<file path="src/rtl/uart_prog_loader.sv">
// uart_prog_loader
//   Receives a program image over an 8N1 UART link and writes it into
//   instruction memory. The image is a 4-byte little-endian word count N
//   followed by N little-endian 32-bit words, written to word addresses
//   0..N-1. While busy is high the core is expected to be held in reset.
//
// Ports
//   clk, rst    : system clock, synchronous active-high reset
//   rx_i        : asynchronous UART input, idle high, LSB first
//   start       : one-cycle pulse arming a load (ignored while loading)
//   busy        : load in progress (HDR or DATA)
//   done / err  : sticky completion / failure flags, cleared by start
//   we, waddr,  : one-cycle instruction-memory write strobe, word address
//   wdata       :   and data (address/data meaningful only with we)
//   word_count  : words written so far in the current load
module uart_prog_loader #(
    parameter int CLKS_PER_BIT = 868,
    parameter int ADDR_WIDTH   = 14,
    parameter int MAX_WORDS    = 2**ADDR_WIDTH
) (
    input  logic                  clk,
    input  logic                  rst,
    input  logic                  rx_i,
    input  logic                  start,
    output logic                  busy,
    output logic                  done,
    output logic                  err,
    output logic                  we,
    output logic [ADDR_WIDTH-1:0] waddr,
    output logic [31:0]           wdata,
    output logic [ADDR_WIDTH:0]   word_count
);

    localparam int              CNT_W   = $clog2(CLKS_PER_BIT);
    localparam logic [CNT_W-1:0] HALF_M1 = CNT_W'(CLKS_PER_BIT/2 - 1);
    localparam logic [CNT_W-1:0] FULL_M1 = CNT_W'(CLKS_PER_BIT - 1);
    localparam logic [31:0]      MAX_W32 = 32'(MAX_WORDS);

    // ---------------- receiver ----------------
    typedef enum logic [1:0] {RX_IDLE, RX_START, RX_DATA, RX_STOP} rx_state_t;

    rx_state_t        rx_state, rx_next;
    logic             rx_s1, rx_s2;
    logic [CNT_W-1:0] clk_cnt;
    logic [2:0]       bit_cnt;
    logic [7:0]       rx_shift;
    logic             rx_tick, byte_valid, frame_err;

    always_comb begin
        rx_next    = rx_state;
        rx_tick    = 1'b0;
        byte_valid = 1'b0;
        frame_err  = 1'b0;
        case (rx_state)
            RX_IDLE:  if (!rx_s2) rx_next = RX_START;
            // Mid-start-bit check rejects glitches shorter than half a bit.
            RX_START: if (clk_cnt == HALF_M1) begin
                rx_tick = 1'b1;
                rx_next = rx_s2 ? RX_IDLE : RX_DATA;
            end
            RX_DATA:  if (clk_cnt == FULL_M1) begin
                rx_tick = 1'b1;
                if (bit_cnt == 3'd7) rx_next = RX_STOP;
            end
            RX_STOP:  if (clk_cnt == FULL_M1) begin
                rx_tick    = 1'b1;
                rx_next    = RX_IDLE;
                byte_valid = rx_s2;
                frame_err  = !rx_s2;
            end
            default:  rx_next = RX_IDLE;
        endcase
    end

    always_ff @(posedge clk) begin
        if (rst) begin
            rx_s1    <= 1'b1;
            rx_s2    <= 1'b1;
            rx_state <= RX_IDLE;
            clk_cnt  <= '0;
            bit_cnt  <= '0;
            rx_shift <= '0;
        end else begin
            rx_s1    <= rx_i;
            rx_s2    <= rx_s1;
            rx_state <= rx_next;
            if (rx_state == RX_IDLE || rx_tick) clk_cnt <= '0;
            else                                clk_cnt <= clk_cnt + CNT_W'(1);
            if (rx_state == RX_DATA && rx_tick) begin
                rx_shift <= {rx_s2, rx_shift[7:1]};
                bit_cnt  <= bit_cnt + 3'd1;
            end else if (rx_state == RX_START) begin
                bit_cnt  <= '0;
            end
        end
    end

    // ---------------- loader ----------------
    typedef enum logic [2:0] {IDLE, HDR, DATA, DONE, ERR} ld_state_t;

    ld_state_t             state, state_next;
    logic [1:0]            byte_idx;
    logic [23:0]           asm_q;      // first three bytes of the current word
    logic [ADDR_WIDTH:0]   n_words;
    logic [31:0]           full_word;
    logic                  restart, take, last_byte;

    assign full_word = {rx_shift, asm_q};
    assign restart   = start && (state == IDLE || state == DONE || state == ERR);
    assign take      = byte_valid && (state == HDR || state == DATA);
    assign last_byte = take && (byte_idx == 2'd3);

    assign busy = (state == HDR) || (state == DATA);
    assign done = (state == DONE);
    assign err  = (state == ERR);

    always_comb begin
        state_next = state;
        case (state)
            IDLE, DONE, ERR: if (start) state_next = HDR;
            HDR: begin
                if (frame_err)                state_next = ERR;
                else if (last_byte) begin
                    if (full_word == 32'd0)   state_next = DONE;
                    else if (full_word > MAX_W32) state_next = ERR;
                    else                      state_next = DATA;
                end
            end
            // word_count is already incremented in the we cycle.
            DATA: begin
                if (frame_err)                          state_next = ERR;
                else if (we && word_count == n_words)   state_next = DONE;
            end
            default: state_next = IDLE;
        endcase
    end

    always_ff @(posedge clk) begin
        if (rst) begin
            state      <= IDLE;
            byte_idx   <= '0;
            asm_q      <= '0;
            n_words    <= '0;
            word_count <= '0;
            we         <= 1'b0;
            waddr      <= '0;
            wdata      <= '0;
        end else begin
            state <= state_next;
            we    <= 1'b0;
            if (restart) begin
                byte_idx   <= '0;
                word_count <= '0;
            end else if (take) begin
                byte_idx <= byte_idx + 2'd1;
                asm_q    <= {rx_shift, asm_q[23:8]};
                if (byte_idx == 2'd3) begin
                    if (state == HDR) begin
                        n_words <= full_word[ADDR_WIDTH:0];
                    end else begin
                        we         <= 1'b1;
                        waddr      <= word_count[ADDR_WIDTH-1:0];
                        wdata      <= full_word;
                        word_count <= word_count + (ADDR_WIDTH+1)'(1);
                    end
                end
            end
        end
    end

endmodule

</file>
<file path="config.mk">
export PLATFORM = sky130hd
export DESIGN_NAME = uart_prog_loader
export DESIGN_NICKNAME = d
export VERILOG_FILES = /design/src/rtl/uart_prog_loader.sv
export SDC_FILE = /design/constraint.sdc
export NUM_CORES = 1
export LEC_CHECK = 0
export BUFFER_PORTS_ARGS = -buffer_cell sky130_fd_sc_hd__buf_2
export CORE_MARGIN = 3
export CORE_UTILIZATION = 44
export CTS_BUF_LIST = sky130_fd_sc_hd__clkbuf_16
export DETAILED_ROUTE_END_ITERATION = 7
export MAX_ROUTING_LAYER = met4
export PLACE_DENSITY = 0.66
export SYNTH_ARGS = -nofsm -noshare
export SYNTH_HDL_FRONTEND = slang
export SYNTH_SLANG_ARGS = --single-unit
</file>
<file path="constraint.sdc">
create_clock -name clk -period 2.3 [get_ports clk]
set_clock_uncertainty 0.15 [all_clocks]
set_input_delay 0.23 -clock clk [delete_from_list [all_inputs] [get_ports clk]]
set_output_delay 0.23 -clock clk [all_outputs]
set_load 0.03 [all_outputs]
</file>
==> results of run 1 <==
[per-stage QoR]
step             TNS (ns)  util (%)  hold slack [ns]  worst slack (ns)  total power, W
4_1_cts                 0     57.54           0.1871            0.1140        0.005444
3_5_place_dp       -1.062     52.37           0.2496          -0.06189        0.002775
5_1_grt        -0.0004112     57.76           0.2080        -0.0004112        0.005620
6_report                0     57.76           0.1901            0.1412        0.005423
2_1_floorplan           0         -           0.1838           0.03781        0.002625
3_3_place_gp      -0.1929     52.37           0.2467          -0.04855        0.002754
[cells by family after synthesis]
group | Yosys count
simple gates | 315
flops | 131
compound gates | 124
buf+inv | 46
xor+xnor | 39
fa+ha+maj | 6
mux | 3
[what timing repair did]
action / CTS / global route
resized for setup: 1 / 4
hold buffers: 1 / 0
pin swaps: 0 / 1
setup buffers: 0 / 1
hold endpoints to repair: 1 / 0
setup endpoints to repair: 37 / 8
[power groups by stage]
stage | clock network [W] | registers, W | logic [W]
after floorplan | 0 | 0.00235 | 0.000274
after CTS | 0.00272 | 0.00230 | 0.000424
final | 0.00268 | 0.00231 | 0.000443
after detailed placement | 0 | 0.00235 | 0.000423
after global routing | 0.00283 | 0.00231 | 0.000487
after global placement | 0 | 0.00235 | 0.000404
[area by class of cell]
cell class | count | area [um2]
clock buffers | 17 | 425.4
clock inverters | 15 | 163.9
fillers | 1019 | 4926
inverters | 6 | 22.52
multi-input cells | 487 | 2580
flip-flops and latches | 131 | 2623
well taps | 143 | 178.9
repair buffers | 116 | 743.2
[sequential cells by signal, indices dropped and copies added (netlist names), 2 cells and up, named ones only]
register,count
state,3
n_words,15
wdata,32
bit_cnt,3
clk_cnt,10
byte_idx,2
word_count,15
waddr,14
asm_q,24
rx_shift,8
[worst max-delay path: cells and delay by family (launching register included)]
kind                   cells  cell delay (ns)
AND/OR/NAND/NOR            5             1.05
buffers and inverters      2             0.36
flip-flops                 1             0.30
XOR/XNOR                   1             0.17
[routing by layer]
| metal | track usage, % | up-vias |
|---|---|---|
| met5 | - | - |
| met4 | 9.049 | 0 |
| met3 | 4.560 | 34 |
| met2 | 34.55 | 136 |
| met1 | 25.22 | 2305 |
| li1 | - | 2418 |
[path summary, 6_finish.rpt]
path                                 end  slack [ns]
min reg2reg             rx_s2$_SDFF_PP1_        0.26
min              bit_cnt[2]$_SDFFE_PP0P_        0.19
max          word_count[14]$_SDFFE_PP0P_        0.14
max reg2reg  word_count[14]$_SDFFE_PP0P_        0.14
[Yosys cell counts, types with 2 or more instances]
master / instances / share of area, %
nand3_1: 14 / 1.3
nand4_1: 9 / 1.0
buf_1: 3 / 0.21
a21o_1: 4 / 0.56
o21ai_0: 11 / 1.0
inv_1: 5 / 0.35
and3_1: 5 / 0.58
a2bb2oi_1: 2 / 0.33
nor3b_1: 3 / 0.42
ha_1: 6 / 1.4
nand2_1: 194 / 14
nor4_1: 9 / 1.0
nor3_1: 10 / 0.93
or2_4: 2 / 0.33
nor2b_1: 2 / 0.23
mux2i_1: 3 / 0.56
nor2_1: 38 / 2.7
or4_1: 2 / 0.28
a21oi_1: 99 / 9.2
buf_2: 8 / 0.75
nand2b_1: 5 / 0.58
dfxtp_1: 131 / 49
clkbuf_1: 28 / 2.0
xor2_1: 11 / 1.8
xnor2_1: 28 / 4.6
or2_2: 3 / 0.35
and4_1: 6 / 0.98
or3b_2: 2 / 0.33
a311oi_1: 2 / 0.33
==> impl_metrics.csv, run 1 <==
group,metric,value,unit
clocking,h-tree-depth,4,
floorplanning,die_h,116.4,um
clocking,numCtsBuffers,17,
clocking,clk_latency,0.41,ns
routing,ant_nets,0,
clocking,clk_pin_slew,0.05,ns
pwr,share_seq_of_total_power,42.5,%
timing,setup_viol,0,
placement,gp_congestion,0.8480,
critical_path,setup.worst_path.end_class,"register",
pwr,p_sw_share,23.28,%
synth,syn_inst,664,
global_routing,grt_pass1_vias,4685,
timing,max-slew-margin-rel,54.81,%
critical_path,cp_common_cell,"or2_4",
routing,wirelength,13410,um
pwr,p_int,0.004161,W
critical_path,path_max_fanout,21,
clocking,cts_tree,"done",
timing,worstMarginPinSlew,0.6778,ns
timing,min_period_over_period,93.86,%
critical_path,cp-startpoint,"clk_cnt[3]$_SDFF_PP0_",
routing,wl_per_cell,14.65,um
timing,slew_viol_final,0,
synth,synth-edff-count,0,
floorplanning,pin_count,69,
cells_and_area,final_common_cell,"nand2_1",
routing,firstDrtPassIters,5,
clocking,cts_buffer_depth,2,
pwr,leakage,2.579,nW
critical_path,reg2reg_depth,8,
synth,synth_fa_ha_area_share,1.399,%
critical_path,cpPeakStageDelay,0.38,ns
floorplanning,die_x,116.4,um
timing,fmax,463.2,MHz
synth,synth_seq_cells,131,
synth,synthArstFlopShare,0,%
pwr,powerDensity,805.0,nW/um2
global_routing,antenna_found_initial,0,
synth,yosysSeqAreaShare,48.87,%
clocking,cts_sinks,131,
critical_path,worst_ep_required_time,2.45,ns
floorplanning,die-area,13560,um2
hold_path,holdPathStages,2,
synth,synth-simple-area-share,27.00,%
critical_path,crit_type,"reg -> reg",
floorplanning,start_util,46.01,%
hold_path,holdCritStartpoint,"rst",
flow_run,drv_cap,0,
critical_path,crit_chain,"or2_4 > or2_4 > buf_4 > nor4b_4 > buf_12 > nand4_1 > xor2_1 > nor2_1",
synth,synth_xor_area_share,6.365,%
synth,synth_fp_nets,674,
critical_path,cp.arrival,2.30,ns
cells_and_area,area_growth_syn_to_layout,25.53,%
synth,yosys_warnings,0,
placement,hpwl,9314,um
pwr,clkPwrFrac,49.3,%
synth,yosys.cell_types.count,48,
timing,period_minus_slack,2.159,ns
synth,synth_top_family_by_area,"simple AND/OR/NAND/NOR gates",
critical_path,worst_setup_path_start_kind,"register",
cells_and_area,final_layout_size_suffix_gt1_share,20.60,%
synth,synthFlopType,"dfxtp_1",
placement,dp.cells,881,
timing,hold_violations,0,
cells_and_area,nNetsFinal,769,
synth,synth.area.mux_share,0.5596,%
cells_and_area,stdcell_area,6736,um2
synth,synth-compound-area-share,12.33,%
placement,port-buffer-count,68,
synth,avgSynthCellArea,8.082,um2
floorplanning,rows,39,
synth,syn_area,5366,um2
routing,wl_met3,559,um
critical_path,reg2reg_from,"clk_cnt[3]$_SDFF_PP0_",
floorplanning,core,11660,um2
cells_and_area,final_cell_mix,"nand2_1, dfxtp_1, a21oi_1",
hold_path,hold_path_class,"in -> reg",
status,status,"complete, no violations",
routing,top_layer,"met4",
routing,vias,4893,
routing,route.met2.wl,6641,um
global_routing,grt_usage,21.16,%
pwr,peakVddDrop,0.5161,mV
clocking,cts_root_buf,"clkbuf_16",
routing,via_per_inst,5.348,
pwr,power_frac_comb,8.2,%
global_routing,grt.overflow.total,0,
global_routing,grt_max_degree,69,
placement,dpl_cell_area,6107,um2
critical_path,slowest_stage,"nor4b_4",
routing,drt_iter0_drc,351,
routing,met1_length,5887,um
cells_and_area,num_antenna_cells,0,
pwr,switchingPower,0.001263,W
cells_and_area,instances_no_fill,915,
global_routing,grt_pass1_wl,22060,um
routing,drc,0,
Note: power is estimated with default switching activity, not from simulation.
==> inputs of run 2 (changes only) <==
--- a/config.mk
+++ b/config.mk
@@ -7,11 +7,10 @@
 export LEC_CHECK = 0
 export BUFFER_PORTS_ARGS = -buffer_cell sky130_fd_sc_hd__buf_2
 export CORE_MARGIN = 3
-export CORE_UTILIZATION = 44
+export CORE_UTILIZATION = 35
 export CTS_BUF_LIST = sky130_fd_sc_hd__clkbuf_16
 export DETAILED_ROUTE_END_ITERATION = 7
 export MAX_ROUTING_LAYER = met4
-export PLACE_DENSITY = 0.66
 export SYNTH_ARGS = -nofsm -noshare
 export SYNTH_HDL_FRONTEND = slang
 export SYNTH_SLANG_ARGS = --single-unit
==> run 2 against run 1 <==
Die area up 24%. Global-route usage down 3.9 points. Core utilization shrank 12 points. Clock-buffer cell count is the same. Sequential share of layout area fell by 0.41 points. Maximum frequency decreased by 0.42%. Setup slack got worse by 0.0091 ns. Via count is 2.7% lower. Sequential power barely moved. Critical path depth down 2. Sequential cell count unchanged.
==> impl_metrics.csv, run 2 (synthesis results as in run 1) <==
group,metric,value,unit
routing,via_per_inst,4.943,
hold_path,hold_path_class,"in -> reg",
critical_path,critical_path.top_delay_family,"simple AND/OR/NAND/NOR gates",
placement,dpl_cell_area,6206,um2
timing,grt_setup_unrepaired,"false",
critical_path,worst_ep_required_time,2.46,ns
placement,port-buffer-count,68,
cells_and_area,stdcell_area,6808,um2
flow_run,drv_cap,0,
routing,ant_nets,0,
cells_and_area,nNetsFinal,776,
timing,fmax,461.3,MHz
status,status,"complete, no violations",
pwr,powerDensity,788.3,nW/um2
pwr,leakage,2.625,nW
floorplanning,core,14750,um2
floorplanning,die-area,16850,um2
pwr,finalPower,0.005367,W
cells_and_area,fillCellCount,1466,
critical_path,cpPeakStageDelay,0.57,ns
global_routing,antenna_found_initial,0,
critical_path,cp.arrival,2.32,ns
pwr,switchingPower,0.001221,W
placement,place_ws,-0.07972,ns
routing,drc,0,
floorplanning,start_util,36.37,%
timing,worstMarginPinSlew,0.7827,ns
global_routing,grt_pass1_wl,22310,um
placement,hpwl,9532,um
pwr,p_int,0.004145,W
routing,wl_per_cell,14.09,um
cells_and_area,reg_top3,"wdata: 32 flops, asm_q: 24 flops",
floorplanning,pin_count,69,
floorplanning,rows,44,
timing,max-slew-margin-rel,47.82,%
cells_and_area,final_layout_size_suffix_gt1_share,21.18,%
clocking,cts_tree,"done",
cells_and_area,area_growth_syn_to_layout,26.86,%
cells_and_area,largest_register_ffs,32,
cells_and_area,final_common_cell,"nand2_1",
clocking,cts_buffer_depth,2,
timing,tns,0,ns
cells_and_area,regMostFlops,"wdata",
routing,vias,4760,
pwr,peakVddDrop,0.5582,mV
cells_and_area,num_antenna_cells,0,
critical_path,slowest_stage,"or4b_4",
global_routing,grt_pass1_vias,4534,
critical_path,setup.worst_path.end_class,"register",
clocking,clk_pin_slew,0.06,ns
routing,wirelength,13570,um
global_routing,grt_max_degree,74,
clocking,h-tree-depth,4,
timing,hold_violations,0,
clocking,cts_setup_buffers,0,
placement,gp_congestion,0.8596,
floorplanning,die_h,129.8,um
timing,worst_slack,0.1321,ns
critical_path,crit_type,"reg -> reg",
critical_path,crit_chain,"or2_4 > or2_4 > or4b_4 > nor4_4 > xnor2_1 > nor2_1",
global_routing,grt_usage,17.29,%
critical_path,worst_setup_path_start_kind,"register",
pwr,clkPwrFrac,48.6,%
floorplanning,die_x,129.8,um
clocking,cts_root_buf,"clkbuf_16",
timing,whs,0.2079,ns
critical_path,cp_common_cell,"or2_4",
timing,slew_viol_final,0,
pwr,share_seq_of_total_power,42.9,%
cells_and_area,final_cell_mix,"nand2_1, dfxtp_1, a21oi_1",
clocking,numCtsBuffers,17,
timing,min_period_over_period,94.26,%
timing,period_minus_slack,2.168,ns
pwr,power_frac_comb,8.4,%
critical_path,path_max_fanout,9,
clocking,cts_sinks,131,
timing,setup_viol,0,
critical_path,cp_num_buf_inv,0,
global_routing,grt.overflow.total,0,
routing,firstDrtPassIters,5,
pwr,p_sw_share,22.76,%
routing,drt_iter0_drc,353,
clocking,clk_latency,0.42,ns
## run 2: stage by stage
stage / std cells / util [%]
after floorplan: 664 / -
after global placement: 930 / 42.06
after detailed placement: 930 / 42.06
after CTS: 963 / 46.03
after global routing: 963 / 46.14
final: 963 / 46.14
## run 2: worst min-delay path: stages
cell and delay [ns]:
buf_2 0.10, a21o_1 0.10, buf_4 0.22, nor2_1 0.07
## run 2: cell type report
| type | count | area, um2 | area share [%] |
|---|---|---|---|
| clock buffers | 17 | 425.4 | 6.249 |
| multi-input cells | 487 | 2577 | 37.86 |
| flip-flops and latches | 131 | 2623 | 38.52 |
| inverters | 6 | 22.52 | 0.3308 |
| well taps | 184 | 230.2 | 3.382 |
| clock inverters | 15 | 146.4 | 2.150 |
| repair buffers | 123 | 783.3 | 11.51 |
## run 2: path summary, 6_finish.rpt
| check | start | endpoint | slack, ns | depth (start not counted) |
|---|---|---|---|---|
| max | clk_cnt[3]$_SDFF_PP0_ | word_count[13]$_SDFFE_PP0P_ | 0.13 | 6 |
| min | start | word_count[3]$_SDFFE_PP0P_ | 0.21 | 4 |
| max reg2reg | clk_cnt[3]$_SDFF_PP0_ | word_count[13]$_SDFFE_PP0P_ | 0.13 | 6 |
| min reg2reg | rx_s1$_SDFF_PP1_ | rx_s2$_SDFF_PP1_ | 0.25 | 1 |
## run 2: what timing repair did
item | CTS | global route
hold endpoints to repair | 1 | 0
hold buffers | 1 | 0
gates resized for setup | 1 | 4
endpoints found under the setup margin | 37 | 22
## run 2: per-layer routing
| layer | global-route usage, % | vias to the layer above | share of wire [%] |
|---|---|---|---|
| met1 | 21.74 | 2206 | 47 |
| met2 | 26.84 | 105 | 47 |
| met4 | 5.929 | 0 | 1.1 |
| met5 | - | - | 0 |
| li1 | - | 2437 | - |
| met3 | 4.830 | 12 | 5.2 |
## run 2: power groups by stage
stage / logic, W / clock network [W] / registers, W
finish: 0.000451 / 0.00261 / 0.00230
global route: 0.000492 / 0.00275 / 0.00231
CTS: 0.000453 / 0.00266 / 0.00230
detailed placement: 0.000450 / 0 / 0.00235
global placement: 0.000438 / 0 / 0.00235
floorplan: 0.000274 / 0 / 0.00235
==> inputs of run 3 (changes only) <==
--- a/config.mk
+++ b/config.mk
@@ -11,6 +11,7 @@
 export CTS_BUF_LIST = sky130_fd_sc_hd__clkbuf_16
 export DETAILED_ROUTE_END_ITERATION = 7
 export MAX_ROUTING_LAYER = met4
+export PLACE_DENSITY = 0.64
 export SYNTH_ARGS = -nofsm -noshare
 export SYNTH_HDL_FRONTEND = slang
 export SYNTH_SLANG_ARGS = --single-unit
==> run 3 against run 2 <==
Via count rose by 1.2%. Core utilization barely moved. First-iteration DRC count rose by 9.9%. Final cell count fell by 0.10%. Sequential cell count did not move. Worst hold slack got worse by 0.15 ns. Die area did not move. Wire length rose by 0.46%. Setup slack improved by 0.0048 ns. Combinational power barely moved. Critical path depth did not move. Highest routed layer unchanged.
==> impl_metrics.csv, run 3 (synthesis results as in run 1) <==
group,metric,value,unit
status,status,"complete, no violations",
critical_path,cp.arrival,2.32,ns
pwr,finalPower,0.005379,W
cells_and_area,reg_top3,"wdata: 32 flops, asm_q: 24 flops",
timing,worstMarginPinSlew,0.5117,ns
pwr,powerDensity,789.8,nW/um2
clocking,h-tree-depth,4,
global_routing,grt_pass1_wl,22910,um
cells_and_area,largest_register_ffs,32,
floorplanning,die_h,129.8,um
floorplanning,rows,44,
routing,met1_length,6357,um
global_routing,grt.overflow.total,0,
timing,slew_viol_final,0,
timing,hold_violations,0,
clocking,clk_latency,0.42,ns
routing,via_per_inst,5.008,
timing,grt_setup_unrepaired,"false",
hold_path,hold_path_class,"in -> reg",
timing,min_period_over_period,94.05,%
clocking,cts_sinks,131,
global_routing,grt_usage,17.37,%
routing,firstDrtPassIters,4,
cells_and_area,num_antenna_cells,0,
cells_and_area,area_growth_syn_to_layout,26.91,%
floorplanning,pin_count,69,
placement,hpwl,9286,um
routing,top_layer,"met4",
cells_and_area,nNetsFinal,775,
floorplanning,start_util,36.37,%
global_routing,grt_pass1_vias,4599,
cells_and_area,regMostFlops,"wdata",
floorplanning,die_x,129.8,um
pwr,leakage,2.613,nW
floorplanning,core,14750,um2
routing,route.met2.wl,6389,um
flow_run,drv_cap,0,
critical_path,setup.worst_path.end_class,"register",
timing,period_minus_slack,2.163,ns
routing,drt_iter0_drc,388,
clocking,numCtsBuffers,17,
timing,max-slew-margin-rel,65.57,%
routing,ant_nets,0,
timing,setup_viol,0,
critical_path,crit_type,"reg -> reg",
routing,drc,0,
routing,wirelength,13630,um
clocking,clk_pin_slew,0.06,ns
routing,wl_per_cell,14.17,um
clocking,cts_buffer_depth,2,
critical_path,slowest_stage,"or4b_4",
clocking,cts_root_buf,"clkbuf_16",
floorplanning,die-area,16850,um2
routing,wl_met3,596,um
clocking,cts_tree,"done",
cells_and_area,final_common_cell,"nand2_1",
clocking,cts_setup_buffers,0,
critical_path,cpPeakStageDelay,0.58,ns
placement,gp_congestion,0.8499,
pwr,peakVddDrop,0.4701,mV
cells_and_area,final_layout_size_suffix_gt1_share,21.59,%
global_routing,grt_max_degree,44,
critical_path,worst_setup_path_start_kind,"register",
timing,tns,0,ns
timing,fmax,462.3,MHz
placement,port-buffer-count,68,
critical_path,crit_chain,"nand4bb_1 > or2_4 > or4b_4 > nor4_2 > xnor2_1 > nor2_1",
global_routing,antenna_found_initial,0,
critical_path,worst_ep_required_time,2.45,ns
routing,vias,4818,
critical_path,path_max_fanout,10,
cells_and_area,final_cell_mix,"nand2_1, dfxtp_1, a21oi_1",
-- run 3: cell count changes in the layout (fill, tap and decap cells not counted), sizes merged --
cell      delta
bufinv       -2
clkinvlp     +1
inv          +8
clkinv       -7
buf          -1
-- run 3: power by group --
group / internal, W / switching [W] / total (W) / leakage (nW)
combinational: 0.000190 / 0.000262 / 0.000452 / 1.28
sequential: 0.00229 / 0.0000145 / 0.00230 / 1.06
clock: 0.00151 / 0.00111 / 0.00263 / 0.275
total: 0.00399 / 0.00139 / 0.00538 / 2.61
-- run 3: area by class of cell --
class	instances	area, um2
Fill cell	1469	7944
Sequential cell	131	2623
Multi-Input combinational cell	487	2574
Timing Repair Buffer	122	792.0
Clock buffer	17	425.4
Tap cell	184	230.2
Clock inverter	15	143.9
Inverter	6	22.52
-- run 3: metal layers --
metal / track usage (%) / up-vias
met5: - / -
met2: 26.63 / 101
met3: 4.216 / 25
met1: 22.34 / 2270
li1: - / 2422
met4: 6.357 / 0
-- run 3: worst paths after layout --
check	startpoint	end	slack, ns	cells after the start
max	clk_cnt[7]$_SDFF_PP0_	word_count[12]$_SDFFE_PP0P_	0.14	6
min	rst	bit_cnt[0]$_SDFFE_PP0P_	0.06	2
max reg2reg	clk_cnt[7]$_SDFF_PP0_	word_count[12]$_SDFFE_PP0P_	0.14	6
min reg2reg	rx_s1$_SDFF_PP1_	rx_s2$_SDFF_PP1_	0.28	1
-- run 3: metrics by stage --
step	instance area, um2	cells	setup slack, ns	hold WS, ns	utilization (%)
after floorplan	5366	664	0.03781	0.1838	-
after global placement	6211	929	-0.06518	0.2654	42.10
after detailed placement	6211	929	-0.09346	0.2649	42.10
after CTS	6798	962	0.08292	0.05971	46.07
after global routing	6810	962	0.002017	0.08798	46.16
final	6810	962	0.1369	0.06060	46.16
-- run 3: repair_timing --
item | in CTS | in global routing
endpoints found under the hold margin | 1 | 0
resized for setup | 2 | 4
hold buffers | 1 | 0
endpoints found under the setup margin | 40 | 25
-- run 3: critical path: cells and delay by family (launching register included) --
family / cells / cell delay (ns)
xor+xnor: 1 / 0.16
flops: 1 / 0.30
simple gates: 5 / 1.44
